==> src/rtl/lsu_pkg.sv <==
// Shared definitions for the load/store unit.
//   lsu_state_e : controller states
//   SIZE_WORD / SIZE_BYTE : req_size encodings
//   WORD_BYTES : bytes touched by every memory access
package lsu_pkg;

    localparam int   WORD_BYTES = 4;
    localparam logic SIZE_WORD  = 1'b0;
    localparam logic SIZE_BYTE  = 1'b1;

    typedef enum logic [1:0] {
        IDLE  = 2'd0,
        READ  = 2'd1,
        WRITE = 2'd2,
        RESP  = 2'd3
    } lsu_state_e;

endpackage

==> src/rtl/lsu_lane_merge.sv <==
// Combinational byte-lane handling for the load/store unit.
//   size_i      : access size (SIZE_WORD / SIZE_BYTE)
//   sign_i      : sign-extend byte loads when 1
//   captured_i  : word read from memory at the access address
//   wdata_i     : store data from the request
//   store_wd_o  : word to write back (byte store keeps upper captured bytes)
//   load_data_o : load result, word or extended byte
module lsu_lane_merge
    import lsu_pkg::*;
(
    input  logic        size_i,
    input  logic        sign_i,
    input  logic [31:0] captured_i,
    input  logic [31:0] wdata_i,
    output logic [31:0] store_wd_o,
    output logic [31:0] load_data_o
);

    always_comb begin
        store_wd_o  = wdata_i;
        load_data_o = captured_i;
        if (size_i == SIZE_BYTE) begin
            store_wd_o  = {captured_i[31:8], wdata_i[7:0]};
            load_data_o = {{24{sign_i & captured_i[7]}}, captured_i[7:0]};
        end
    end

endmodule

==> src/rtl/load_store_unit.sv <==
// Load/store unit: accepts one word or byte request at a time, accesses a
// 4-byte-wide memory port (combinational read, posedge write) and returns
// a response. Byte stores are read-modify-write.
// Optional feature macro: SIGNED_LOAD_EN adds req_signed for sign-extended
// byte loads.
//   clk, reset                         : clock, synchronous active-high reset
//   req_valid/req_ready                : request handshake
//   req_we, req_size, req_addr, req_wdata (, req_signed) : request fields
//   resp_valid/resp_ready              : response handshake
//   resp_rdata, resp_err               : load data, out-of-range flag
//   mem_addr, mem_we, mem_wd, mem_rd   : memory port
//
// state | meaning
// IDLE  | ready for a request; mem_addr follows req_addr
// READ  | capture the memory word at the latched address
// WRITE | one-cycle memory write of the (merged) store word
// RESP  | hold response until resp_ready
module load_store_unit
    import lsu_pkg::*;
#(
    parameter int ADDR_WIDTH = 12,
    parameter int MEM_BYTES  = 20
) (
    input  logic                  clk,
    input  logic                  reset,
    input  logic                  req_valid,
    output logic                  req_ready,
    input  logic                  req_we,
    input  logic                  req_size,
    input  logic [ADDR_WIDTH-1:0] req_addr,
    input  logic [31:0]           req_wdata,
`ifdef SIGNED_LOAD_EN
    input  logic                  req_signed,
`endif
    output logic                  resp_valid,
    input  logic                  resp_ready,
    output logic [31:0]           resp_rdata,
    output logic                  resp_err,
    output logic [ADDR_WIDTH-1:0] mem_addr,
    output logic                  mem_we,
    output logic [31:0]           mem_wd,
    input  logic [31:0]           mem_rd
);

    // Highest legal start address: every access touches WORD_BYTES bytes.
    localparam logic [ADDR_WIDTH-1:0] MAX_ADDR = ADDR_WIDTH'(MEM_BYTES - WORD_BYTES);

    lsu_state_e            state_q, state_d;
    logic                  we_q, size_q, err_q;
    logic [ADDR_WIDTH-1:0] addr_q;
    logic [31:0]           wdata_q, captured_q;
    logic                  load_signed;
    logic                  accept, addr_err;
    logic [31:0]           store_wd, load_data;

    assign accept   = req_valid && (state_q == IDLE);
    assign addr_err = req_addr > MAX_ADDR;

`ifdef SIGNED_LOAD_EN
    logic signed_q;
    always_ff @(posedge clk) begin
        if (reset) begin
            signed_q <= 1'b0;
        end else if (accept) begin
            signed_q <= req_signed;
        end
    end
    assign load_signed = signed_q;
`else
    assign load_signed = 1'b0;
`endif

    always_ff @(posedge clk) begin
        if (reset) begin
            state_q    <= IDLE;
            we_q       <= 1'b0;
            size_q     <= SIZE_WORD;
            err_q      <= 1'b0;
            addr_q     <= '0;
            wdata_q    <= '0;
            captured_q <= '0;
        end else begin
            state_q <= state_d;
            if (accept) begin
                we_q    <= req_we;
                size_q  <= req_size;
                err_q   <= addr_err;
                addr_q  <= req_addr;
                wdata_q <= req_wdata;
            end
            if (state_q == READ) begin
                captured_q <= mem_rd;
            end
        end
    end

    always_comb begin
        state_d = state_q;
        unique case (state_q)
            IDLE: begin
                if (req_valid) begin
                    if (addr_err) begin
                        state_d = RESP;
                    end else if (req_we && (req_size == SIZE_WORD)) begin
                        state_d = WRITE;
                    end else begin
                        state_d = READ;
                    end
                end
            end
            READ:    state_d = we_q ? WRITE : RESP;
            WRITE:   state_d = RESP;
            RESP:    if (resp_ready) state_d = IDLE;
            default: state_d = IDLE;
        endcase
    end

    lsu_lane_merge u_lane_merge (
        .size_i      (size_q),
        .sign_i      (load_signed),
        .captured_i  (captured_q),
        .wdata_i     (wdata_q),
        .store_wd_o  (store_wd),
        .load_data_o (load_data)
    );

    always_comb begin
        req_ready  = (state_q == IDLE);
        resp_valid = (state_q == RESP);
        resp_err   = (state_q == RESP) && err_q;
        resp_rdata = '0;
        if ((state_q == RESP) && !we_q && !err_q) begin
            resp_rdata = load_data;
        end
        mem_addr = (state_q == IDLE) ? req_addr : addr_q;
        // A reset landing on the WRITE cycle must not commit the write.
        mem_we   = (state_q == WRITE) && !reset;
        mem_wd   = store_wd;
    end

endmodule

==> config.mk <==
export PLATFORM = sky130hd
export DESIGN_NAME = load_store_unit
export DESIGN_NICKNAME = d
export VERILOG_FILES = /design/src/rtl/lsu_pkg.sv /design/src/rtl/lsu_lane_merge.sv /design/src/rtl/load_store_unit.sv
export SDC_FILE = /design/constraint.sdc
export NUM_CORES = 1
export LEC_CHECK = 0
export ABC_AREA = 1
export ABC_CLOCK_PERIOD_IN_PS = 1800
export CAP_MARGIN = 20
export CORE_MARGIN = 5
export CORE_UTILIZATION = 44
export DETAILED_ROUTE_END_ITERATION = 8
export GPL_TIMING_DRIVEN = 0
export PLACE_DENSITY = 0.9
export SLEW_MARGIN = 15
export SYNTH_ARGS = -nofsm -noshare
export SYNTH_HDL_FRONTEND = slang
export SYNTH_HIERARCHICAL = 1
export SYNTH_SLANG_ARGS = --single-unit
==> constraint.sdc <==
create_clock -name clk -period 1.8 [get_ports clk]
set_clock_uncertainty 0.1 [all_clocks]
set_input_delay 0.36 -clock clk [delete_from_list [all_inputs] [get_ports clk]]
set_output_delay 0.36 -clock clk [all_outputs]
set_load 0.05 [all_outputs]
* Yosys cells after proc, flatten, opt, wreduce, memory -nomap -nowiden *
Cells that the tools add are included.

cells by class
  magnitude comparators = 1
  eq/ne operators = 5
  shift operators = 0
  multipliers = 0
  multiplexer cells = 10
  divide/modulo/power cells = 0
  bitwise operators = 1
  reductions and logical operators = 11
  add/sub/neg operators = 0

operators with widths
  kind                   number
  $mux W32               3
  $gt A12 B5 Y1 const B  1
  $mux W12               1
  $mux W2                4
  $pmux W2 S4            1
  $logic_and A1 B1 Y1    6
  $eq A2 B2 Y1 const B   2
  $logic_not A1 Y1       3
  $eq A2 B1 Y1 const B   1
  $logic_not A2 Y1       1
  $ne A2 B1 Y1 const B   1
  $ne A2 B2 Y1 const B   1
  $reduce_and A2 Y1      1
  $mux W1                1
  $not A1 Y1             1

storage, ports and cells
  latch bits = 0
  memories kept = 0
  input port bits = 82
  bits in registers = 81
  memory bits (read-only) = 0
  RAM bits = 0

* Depth between registers and ports, before layout *
  word-level depth = 6
  depth in mapped cells = 8

* Modules after synthesis *
The synthesis kept the hierarchy.

by module, submodules not included
  module           cells an instance  area each (um^2)  times used
  load_store_unit  482                3,399.5           1
  lsu_lane_merge   148                655.6             1

* Worst setup path before layout *
No wires, ideal clock.

  path type = register to output
  start point = reg state_q[0]
  end point = out mem_addr[10]
  arrival = 2,303 ps
  cell stages (with the launch flop) = 6
  path slack = -963 ps
  data required time = 1,340 ps
  path through = dfxtp_1 inv_1 ha_1 buf_6 clkbuf_1 o21ai_0

on the way
  word-level cells in the longest chain between the ends = 2

RTL lines
  what                    RTL line                source
  start, declared         load_store_unit.sv:48   lsu_state_e state_q, state_d;
  start signal, assigned  load_store_unit.sv:83   state_q <= state_d;
  $logic_not A2 Y1        n/a
  named net req_ready     load_store_unit.sv:27   output logic req_ready,
  $mux W12                load_store_unit.sv:135  mem_addr = (state_q == IDLE) ? req_addr : addr_q;
  end, declared           load_store_unit.sv:39   output logic [ADDR_WIDTH-1:0] mem_addr,

The timed path passes the listed nets, and every way through them passes these cells.

* Final worst setup path *
  start point = reg state_q[0]
  end point = out resp_rdata[9]

on the way
  word-level cells in the longest chain between the ends = 4

RTL lines
  what                               RTL line                source
  $eq A2 B2 Y1                       load_store_unit.sv:132  if ((state_q == RESP) && !we_q && !err_q) begin
  $logic_and A1 B1 Y1 (2 in series)  load_store_unit.sv:132
  $mux W32                           load_store_unit.sv:132
  end, declared                      load_store_unit.sv:37   output logic [31:0] resp_rdata,

No other way between the ends.

==> metrics.txt <==
Worst Setup End Kind output port; HPWL Detailed 10500 um; Adder-Cell Fraction of Synth Area 0.0123; CTS Buf Count 9; Seq pwr share 0.227; Synth Flop Type dfxtp_1; Synth Area in Simple Gates 0.303; Initial DRC Count 430; arrival time worst endpoint 1.62 ns; Die X 106 um; failing checks setup timing; layout cells sized above 1 0.389; peak supply drop between 1 and 1.5 mV; Antenna Violating Nets Remaining 0; status complete, but fails checks; Synth area leader dfxtp_1; port bufs 161; Req. time, crit path 1.34 ns; via-per-instance ratio 5.61; Post-Syn Nets slightly above 700; CP delay by family, top buffers and inverters; Ys Warns 6; Root Driver clkbuf_8; Worst slew margin 0.647; pre-CTS WS -0.727 ns; Gate power share 0.667; worst-skew pair later-pin latency 0.36 ns; Post-synth EDFFs 0; detailed-route wire length per cell just over 20 um; Synth area leaders dfxtp_1, nor2_1, nand2_1; fin cells 956; RSZ-0062 raised after global routing yes; area grow syn2layout 91.7%; clock share of power 0.106; Worst Hold Launch wdata_q[6]$_SDFFE_PP0P_; syn avg cell area 6.44 um^2; Yosys reg bits 81; WS Path Type register to output port; end of the worst hold path wdata_q[6]$_SDFFE_PP0P_; global route overflow 0; mux contribution to synthesized area 0; count leader, synth nor2_1; vias 5367; Final Critical Period around 2.1 ns; crit path max-delay cell type dfxtp_4; power per cell area 1700 mW/mm^2; pin count of the biggest net entering global routing 14; Synth Area in Compound Gates 0.140; dpl cells ~900; main combinational cell family by area after synthesis simple AND/OR/NAND/NOR gates; Hold Path Class register to register; drc violations 0; WP buf/inv 3; first-pass GRT wire length 25000 um; Hold Path Depth 2; commonest cells in the synthesized netlist nor2_1, nand2_1, dfxtp_1; IO Count 162; Fin. Hold Viols 0; Initial Util 0.445; crit-path most repeated cell buf_12; cells after synthesis 630; Synth Cell Area 0.00406 mm^2; vias in the first global route 5051; GP Congestion 0.890; flop2flop setup slack -0.06 ns; Largest stage delay, worst path between 0.3 and 0.4 ns; final-stage net count 926; Final Max Tran Viols 0; # setup viols final 74; Reg clk slew, reported paths 0.08 ns; Hold-fix buffers, CTS 0; Crit Path Max Fanout 5; Rows 35; R2R cell count 6; Sw Share 0.492; share of the synthesized area in the top cell type 0.400; clk sinks 81; Worst R2R End captured_q[15]$_SDFFE_PP0N_; clk buf depth 2; distinct cell type count after synthesis 23; Post-synth ARST share 0; CTS tree yes; Pint 6700 uW; Slew @ Worst Pin 0.530 ns; utilization after layout 0.853; period utilisation layout 1.15; antenna violations before repair 0; Reg-to-Reg Start state_q[1]$_SDFFE_PP0P_; Leak 0.00345 uW; H-tree lvl count 3; drt pass-1 iters 5; Switch Pwr 6500 uW; Final WS setup -0.278 ns; total routed wirelength 19600 um; GRT Total Usage 0.281; Synth Area in XOR/XNOR 0; critical path, cell by cell ha_4, nand2_8, buf_12, buf_12, nor2_4, buf_8; maximum achievable frequency about 480 MHz; n_diodes 0; sequential element share of the synthesized area 0.400; Vert. Die Dim 106 um; startpoint types register; # Max-Cap Violations 0; Core ar. ~0.0091 mm^2; hold slack 0.400 ns; DIE AREA 0.0112 mm^2
[worst max-delay path by stage]
stage | endpoint | cells after the start | slack, ns | startpoint
2_1_floorplan | mem_addr[0] | 6 | -0.01 | state_q[0]$_SDFFE_PP0P_
3_3_place_gp | mem_addr[11] | 7 | -0.66 | state_q[0]$_SDFFE_PP0P_
3_5_place_dp | mem_addr[9] | 7 | -0.73 | state_q[0]$_SDFFE_PP0P_
4_1_cts | resp_rdata[15] | 6 | -0.27 | state_q[1]$_SDFFE_PP0P_
5_1_grt | mem_wd[12] | 8 | -0.30 | size_q$_SDFFE_PP0P_
6_report | resp_rdata[9] | 6 | -0.28 | state_q[0]$_SDFFE_PP0P_
[logic make-up (layout without fill, tap and decap cells)]
family	Yosys count	count (layout)
AOI/OAI and AO/OA	109	109
buffers and inverters	113	328
DFF	81	81
other	1	1
and+or+nand+nor	322	322
adders and majority gates	4	4
[power by group through the flow]
stage | Combinational [uW] | Sequential, uW | Clock, uW
final | 8800 | 3000 | 1400
after global placement | 6030 | 2770 | 0
after CTS | 7660 | 2820 | 1370
after detailed placement | 6190 | 2800 | 0
after floorplan | 4560 | 2690 | 0
after global routing | 9180 | 3030 | 1460
[area by class of cell]
class	count	area, um^2
buffer	54	499
clock buffer	10	138
clock inverter	6	57.6
fill	406	1340
inverter	58	240
multi-input combinational	436	2690
sequential	81	1630
tap	111	139
timing repair buffer	200	2380
[tightest hold or removal path, cell delays in order (launching register included)]
cell and delay, ns:
dfxtp_1 0.34, nor2_1 0.05, nor2_1 0.08
[layer usage]
metal  part of all wire  track usage
met4              0.059        0.125
met3              0.094       0.0704
met5                  0            0
met2               0.51        0.541
met1               0.33        0.282
[flip-flops by register name (all words and copies together), names as in the netlist]
name	cells
addr_q	12
captured_q	32
err_q	1
size_q	1
state_q	2
wdata_q	32
we_q	1
[through the flow]
stage | total power [uW] | instance area, um^2 | TNS (ns)
final | 13200 | 7770 | -13.11
after global routing | 13700 | 7770 | -15.56
after CTS | 11900 | 7220 | -10.21
after detailed placement | 8990 | 6200 | -36.57
after global placement | 8800 | 6200 | -35.14
after floorplan | 7240 | 4450 | -0.0540
[placed cells by master, fill, tap and decap left out, drive strengths merged, types with 5 or more instances in the layout]
cell / instances
o21ai: 90
nor2: 171
buf: 148
a21oi: 16
clkbuf: 31
nand2: 146
dfxtp: 81
clkinv: 5
clkdlybuf4s50: 81
inv: 57
[timing repair]
item                                   in CTS  in global routing
gates resized for setup                   643                139
pin swaps                                  31                 36
gates cloned                               10                  2
buffers inserted                           16                 13
setup endpoints to repair                  80                 82
endpoints found under the hold margin       0                  0
(Power assumes the default switching activity.)
